$ cat config.mk
export PLATFORM = sky130hd
export DESIGN_NAME = lcd_bus_receiver
export DESIGN_NICKNAME = d
export VERILOG_FILES = /design/src/rtl/lcd_bus_receiver.sv
export SDC_FILE = /design/constraint.sdc
export NUM_CORES = 1
export LEC_CHECK = 0
export CAP_MARGIN = 20
export CORE_MARGIN = 5
export CORE_UTILIZATION = 32
export CTS_CLUSTER_SIZE = 8
export DETAILED_ROUTE_END_ITERATION = 10
export DONT_BUFFER_PORTS = 1
export GPL_TIMING_DRIVEN = 0
export SKIP_LAST_GASP = 1
export SLEW_MARGIN = 5
export SYNTH_ARGS = -nofsm -noshare
export SYNTH_HDL_FRONTEND = slang
export SYNTH_SLANG_ARGS = --single-unit
$ cat constraint.sdc
create_clock -name clk -period 1.8 [get_ports clk]
set_input_delay 0.54 -clock clk [delete_from_list [all_inputs] [get_ports clk]]
set_output_delay 0.54 -clock clk [all_outputs]
set_load 0.02 [all_outputs]
$ cat src/rtl/lcd_bus_receiver.sv
`timescale 1ns/1ps
// -----------------------------------------------------------------------------
// lcd_bus_receiver
//
// Listens to the panel-side bus of a 12864-style LCD controller and mirrors
// the graphics writes into a local framebuffer while tracking the panel mode.
// The bus pins are asynchronous to clk, so they pass through a two-stage
// synchronizer. A transaction is taken on the falling edge of the synchronized
// strobe, using the rs/rw/dat captured alongside the last en=1 sample.
//
// Ports
//   clk        : sole clock, rising edge
//   rst        : synchronous, active-high reset
//   rs, rw, en : bus control (rs=1 data, rw=1 read, en strobe)
//   dat[7:0]   : bus data, stable while en is high
//   fb_we      : one-cycle framebuffer write strobe
//   fb_addr    : {vert[5:0], horiz[3:0], byte}
//   fb_data    : framebuffer write data
//   display_on : display-control D bit
//   ext_mode   : extended instruction set selected
//   graphic_on : graphic display enabled (extended function set)
//   cmd_stb    : one-cycle pulse for every accepted instruction
//   cmd_code   : the accepted instruction byte
//   rd_err     : one-cycle pulse when a read transaction is seen
// -----------------------------------------------------------------------------
module lcd_bus_receiver #(
    parameter logic [3:0] H_WRAP = 4'd15
) (
    input  logic        clk,
    input  logic        rst,
    input  logic        rs,
    input  logic        rw,
    input  logic        en,
    input  logic [7:0]  dat,
    output logic        fb_we,
    output logic [10:0] fb_addr,
    output logic [7:0]  fb_data,
    output logic        display_on,
    output logic        ext_mode,
    output logic        graphic_on,
    output logic        cmd_stb,
    output logic [7:0]  cmd_code,
    output logic        rd_err
);

    typedef struct packed {
        logic       en;
        logic       rs;
        logic       rw;
        logic [7:0] dat;
    } bus_t;

    typedef enum logic {
        A_IDLE,
        A_WAIT_H
    } addr_state_t;

    bus_t        sync1;
    bus_t        sync2;
    addr_state_t a_state;
    logic [5:0]  vert;
    logic [3:0]  horiz;
    logic        byte_sel;
    logic        gdram_sel;
    logic        fall;

    // sync2 still holds the last en=1 sample, so its rs/rw/dat belong to the
    // transaction that just ended.
    assign fall = sync2.en & ~sync1.en;

    // NOTE: all state here uses non-blocking assignments so every register
    // samples the pre-edge values; blocking would let later statements see
    // half-updated state (e.g. horiz incrementing against the new byte_sel).
    always_ff @(posedge clk) begin
        if (rst) begin
            // NOTE: every register, including the synchronizer, is cleared so
            // a strobe that was high when reset arrived cannot produce a
            // falling edge afterwards; en must be seen high again first.
            sync1      <= '0;
            sync2      <= '0;
            a_state    <= A_IDLE;
            vert       <= '0;
            horiz      <= '0;
            byte_sel   <= 1'b0;
            gdram_sel  <= 1'b0;
            display_on <= 1'b0;
            ext_mode   <= 1'b0;
            graphic_on <= 1'b0;
            fb_we      <= 1'b0;
            fb_addr    <= '0;
            fb_data    <= '0;
            cmd_stb    <= 1'b0;
            cmd_code   <= '0;
            rd_err     <= 1'b0;
        end else begin
            sync1   <= '{en: en, rs: rs, rw: rw, dat: dat};
            sync2   <= sync1;
            fb_we   <= 1'b0;
            cmd_stb <= 1'b0;
            rd_err  <= 1'b0;

            if (fall) begin
                if (sync2.rw) begin
                    // Reads are not mirrored; flag them and touch nothing else.
                    rd_err <= 1'b1;
                end else if (sync2.rs) begin
                    if (a_state == A_WAIT_H) begin
                        // Address sequence broken by data: drop the byte.
                        a_state <= A_IDLE;
                    end else if (gdram_sel) begin
                        fb_we    <= 1'b1;
                        fb_addr  <= {vert, horiz, byte_sel};
                        fb_data  <= sync2.dat;
                        byte_sel <= ~byte_sel;
                        // Each horizontal address holds two bytes; only the
                        // horizontal address auto-increments.
                        if (byte_sel) begin
                            horiz <= (horiz == H_WRAP) ? 4'd0 : horiz + 4'd1;
                        end
                    end
                end else begin
                    cmd_stb  <= 1'b1;
                    cmd_code <= sync2.dat;
                    if (a_state == A_WAIT_H && sync2.dat[7]) begin
                        // Second half of the GDRAM address pair.
                        horiz     <= sync2.dat[3:0];
                        byte_sel  <= 1'b0;
                        gdram_sel <= 1'b1;
                        a_state   <= A_IDLE;
                    end else if (sync2.dat[7]) begin
                        if (ext_mode) begin
                            vert    <= sync2.dat[5:0];
                            a_state <= A_WAIT_H;
                        end else begin
                            // DDRAM address: later data goes to text RAM.
                            gdram_sel <= 1'b0;
                        end
                    end else begin
                        a_state <= A_IDLE;
                        if (sync2.dat[7:5] == 3'b001) begin
                            ext_mode <= sync2.dat[2];
                            // The G bit is only honoured when already in the
                            // extended set and RE stays set.
                            if (ext_mode && sync2.dat[2]) begin
                                graphic_on <= sync2.dat[1];
                            end
                        end else if (!ext_mode && sync2.dat[7:3] == 5'b00001) begin
                            display_on <= sync2.dat[2];
                        end
                    end
                end
            end
        end
    end

endmodule

* Word level (Yosys, flattened, before mapping) *
Index checks and enable logic that the tools add are counted.

storage, ports and cells
  output and inout port bits = 33
  word-level logic and storage cells = 80
  input port bits = 13
  register bits after elaboration = 68

operators by class
  reductions and logical operators = 19
  bitwise operators = 10
  equality and inequality tests = 8
  add/subtract/negate cells = 1
  mux-type cells = 20

operators with widths
  operator                                                                  count
  4-bit two-way mux                                                         6
  6-bit AND reduction                                                       3
  5-bit AND reduction                                                       3
  1-bit two-way mux                                                         14
  7-bit AND reduction                                                       2
  1-bit inverter                                                            9
  2-bit by 1-bit inequality test with 1-bit output (second input constant)  3
  3-bit AND reduction                                                       2
  5-bit by 1-bit equality test with 1-bit output (second input constant)    1
  5-bit OR reduction                                                        1
  4-bit by 1-bit adder with 4-bit output (second input constant)            1
  4-bit equality test (second input constant)                               1
  4-bit by 2-bit inequality test with 1-bit output (second input constant)  1
  2-bit nonzero test                                                        2
  3-bit by 1-bit equality test with 1-bit output (second input constant)    1
  1-bit logical AND                                                         3
  3-bit OR reduction                                                        1
  2-bit inequality test (second input constant)                             1
  2-bit OR reduction                                                        1
  1-bit bitwise AND                                                         1
  1-bit zero test                                                           1

* Logic depth before layout (Yosys ltp) *
Gate-level depths: netlist of run 1.

  depth after elaboration = 6
  gate-level depth with buffers = 6
  gate-level depth less buffers = 5

* Worst setup path after synthesis of run 1 *
Ideal clock, no wire load.

  path type = input to register
  from = input port rst
  to = register byte_sel
  slack = 0.296 ns
  setup time = 0.128 ns
  data arrival time = 1.376 ns
  data required time = 1.672 ns
  buffers on the path = 3
  cell stages on the path = 4
  cell sequence = clkbuf_1 clkbuf_1 buf_1 nor2_1

RTL lines
  item                    RTL line  RTL
  start: declaration      30        input logic rst,
  end signal: assignment  114       byte_sel <= ~byte_sel;
  end: declaration        63        logic byte_sel;

No word-level cell between the ends.

* Worst setup path after layout of run 1 *
  from = register sync2[9] (netlist bit)
  to = register vert[4]

between the ends
  cells in the longest elaborated chain, start to end = 2

ends and longest elaborated chain
  item                           RTL line  RTL
  start: declaration             59        bus_t sync2;
  start signal: assignment       97        sync2 <= sync1;
  1-bit inverter (no line)       --
  6-bit AND reduction (no line)  --
  end signal: assignment         132       vert <= sync2.dat[5:0];
  end: declaration               61        logic [5:0] vert;

No other way between the ends.
A chain may end at the register's enable or synchronous reset.

==> impl_metrics.csv, run 1 <==
group,metric,value,unit
sta,fin_crit,1.70,ns
global_route,grt_overflow,0,
floorplanning,num_rows,31,
worst_setup_path,reg2reg_to,"vert[4]$_SDFFE_PP0P_",
power_and_ir_drop,p_leak,1.02,nW
placed_design,dp_slack,-0.0967,ns
finish,final_cell_mix,"dfxtp_1 (68), nand2_1 (55), a21oi_1 (30)",
routing,via_count,1704,
sta,tightestPinTransition,0.541,ns
floorplanning,die_w,96.4,microns
synthesis,synth_seq_cells,68,
sta,max_freq,589,MHz
synthesis,syn_area_per_cell,9.52,sq um
floorplanning,core-area,7250,sq um
routing,drc,0,
worst_setup_path,path_max_fanout,8,
synthesis,synth_cell_type_count,35,
worst_setup_path,cp.arrival,1.92,ns
routing,dr.pass1.iters,4,
routing,routed_wl,5230,microns
clocking,cts-hold-fix-buffers,0,
worst_setup_path,r2r_cells,4,
clocking,cts_inserted_buffers,9,
global_route,antenna_found_initial,0,
floorplanning,num_io_pins,46,
finish,num-nets-final,276,
sta,hold_viol,0,
power_and_ir_drop,finalPower,2.83,mW
clocking,cts_root_buffer,"clkbuf_8",
power_and_ir_drop,power_density,1050,nW/um^2
clocking,clk_pin_slew,0.07,ns
synthesis,syn_area,2390,sq um
worst_setup_path,crit_required,2.02,ns
synthesis,ys_seq_area_share,57.0,%
job,maxCapViolCount,0,
global_route,grt_max_degree,13,
synthesis,synth_area_leaders,"dfxtp_1 (57%), nand2_1 (8.6%), a21oi_1 (6.3%)",
finish,drive_above_1_share,8.99,%
floorplanning,initial_core_util,32.9,%
clocking,cts_resized,0,
sta,setup_ws,0.102,ns
finish,area_delta_synth_final,13.2,%
worst_hold_path,hold_depth,1,
routing,drtIter0Drc,83,
worst_hold_path,hold-path-endpoint,"sync1[3]$_SDFF_PP0_",
sta,rsz0062_at_grt,"true",
clocking,clockBufferDepth,2,
power_and_ir_drop,peakVddDrop,0.000539,V
global_route,grt_pass1_vias,1681,
floorplanning,die_h,96.4,microns
sta,finalCritPeriodShare,94.3,%
placed_design,dp_hpwl,3720,microns
routing,routed_via_density,4.66,
worst_setup_path,crit_type,"flip-flop to flip-flop",
synthesis,synth_top_area_share,57.0,%
finish,n_antenna_cell,0,
global_route,grt_use_total,12.2,%
placed_design,io_buffers,0,
sta,slew_headroom,64.0,%
placed_design,place_congestion,0.826,
worst_setup_path,end_kind,"flip-flop",
clocking,clk_latency,0.34,ns
synthesis,synthCells,251,
finish,final_common_cell,"dfxtp_1",
synthesis,yosysWarnings,0,
status,status,"finished clean",
sta,final-setup-viol-count,0,
clocking,htree_levels,3,
clocking,post_cts_buffers,0,
floorplanning,die-area,9290,sq um
worst_setup_path,reg2reg_from,"sync2[9]$_SDFF_PP0_",
sta,fin_skew,0.00720,ns
finish,utilization,37.3,%
placed_design,placed_cell_area,2510,sq um
clocking,cts.sinks,68,
finish,fin_area,2700,sq um
clocking,cts_tree,"built",
global_route,grt_pass1_wl,8510,microns
synthesis,syn_nets,265,
worst_setup_path,r2r_slack,0.10,ns
routing,detail-route-antenna-nets,0,
worst_hold_path,holdCritStartpoint,"dat[3]",
routing,wire_per_inst,14.3,microns
worst_setup_path,cp-start-kind,"flip-flop",
synthesis,yosys.area.top_type,"dfxtp_1",
worst_hold_path,hp-class,"primary input to flip-flop",
sta,slew_viol_final,0,
power breakdown:
group          internal (mW)  switching [mW]
logic                 0.0260          0.0441
clock network          0.633           0.569
registers               1.53          0.0251
total                   2.19           0.638
worst max-delay path, stage by stage (launching register included):
cell and delay (ns):
dfxtp_1 0.42, nor4b_4 0.45, nand4b_2 0.37, mux2i_1 0.28, nor2_1 0.05
per-layer routing:
layer / up-vias / wire (microns) / track usage [%]
met5: - / 0 / 0
met4: 0 / 77 / 4.67
met3: 6 / 515 / 5.81
met2: 50 / 2380 / 18.9
met1: 787 / 2260 / 14.7
li1: 861 / - / -
worst max-delay path by stage:
| stage | endpoint | start | slack [ns] | depth (start not counted) |
|---|---|---|---|---|
| after floorplan | byte_sel$_SDFFE_PP0P_ | rst | 0.30 | 4 |
| after global placement | fb_data[3]$_SDFFE_PP0P_ | rst | -0.1 | 4 |
| after detailed placement | fb_data[6]$_SDFFE_PP0P_ | rst | -0.1 | 4 |
| after CTS | vert[4]$_SDFFE_PP0P_ | sync2[9]$_SDFF_PP0_ | 0.08 | 4 |
| after global routing | vert[4]$_SDFFE_PP0P_ | sync2[9]$_SDFF_PP0_ | -0.06 | 4 |
| final | vert[4]$_SDFFE_PP0P_ | sync2[9]$_SDFF_PP0_ | 0.10 | 4 |
synthesized netlist by cell type:
master / count
a21oi_1: 30
buf_4: 1
and2_1: 1
nor4bb_1: 1
ha_1: 1
nand4b_1: 1
mux2i_1: 9
inv_1: 2
nor4b_4: 1
buf_6: 2
o21ai_0: 2
nor2_1: 15
nor3_1: 3
nand4b_2: 1
o32ai_2: 1
and2b_1: 1
buf_1: 1
o311a_1: 1
o41ai_2: 1
nand4_1: 2
a2bb2oi_1: 2
nor3b_2: 1
nor4b_1: 1
nand3_1: 4
and3_1: 2
nor2b_1: 23
a311oi_1: 1
nand2b_1: 2
a31oi_1: 1
and4b_1: 1
nand2_1: 55
clkbuf_1: 9
dfxtp_1: 68
nor3b_1: 2
a221oi_1: 2
area by class of cell:
cell class | count | area (sq um)
Clock inverter | 7 | 67.6
Buffer | 13 | 67.6
Multi-Input combinational cell | 168 | 952
Sequential cell | 68 | 1360
Clock buffer | 9 | 124
Fill cell | 783 | 4550
Tap cell | 99 | 124
Inverter | 2 | 7.51
cell families (layout without fill, tap and decap cells):
| group | count (synthesis) | in the layout | synth area share [%] |
|---|---|---|---|
| mux | 9 | 9 | 3.77 |
| fa+ha+maj | 1 | 1 | 0.524 |
| compound gates | 41 | 41 | 10.6 |
| buf+inv | 15 | 31 | 3.14 |
| flops | 68 | 68 | 57.0 |
| simple gates | 117 | 117 | 25.0 |
stage by stage:
| step | cells | TNS [ns] | hold slack (ns) |
|---|---|---|---|
| floorplan | 251 | 0 | 0.414 |
| global placement | 350 | -1.55 | 0.424 |
| detailed placement | 350 | -1.83 | 0.423 |
| CTS | 366 | 0 | 0.310 |
| global route | 366 | -0.251 | 0.303 |
| finish | 366 | 0 | 0.322 |
state kept, by name, summed over array words and instances (netlist names):
signal      flops
fb_addr        11
vert            6
ext_mode        1
graphic_on      1
cmd_stb         1
a_state         1
fb_data         8
horiz           4
gdram_sel       1
display_on      1
sync2          11
cmd_code        8
rd_err          1
sync1          11
fb_we           1
byte_sel        1
(Power assumes the default switching activity.)
==> inputs of run 2 (changes only) <==
==> constraint.sdc (replaced) <==
create_clock -name clk -period 1.8 [get_ports clk]
set_input_delay 0.27 -clock clk [delete_from_list [all_inputs] [get_ports clk]]
set_output_delay 0.27 -clock clk [all_outputs]
set_load 0.02 [all_outputs]
==> results of run 2 <==
Same layout as run 1 (identical final DEF). Status: finished clean.
Among the figures that moved: setup slack after placement -0.0967 ns -> 0.140 ns; hold slack 0.322 ns -> 0.0521 ns
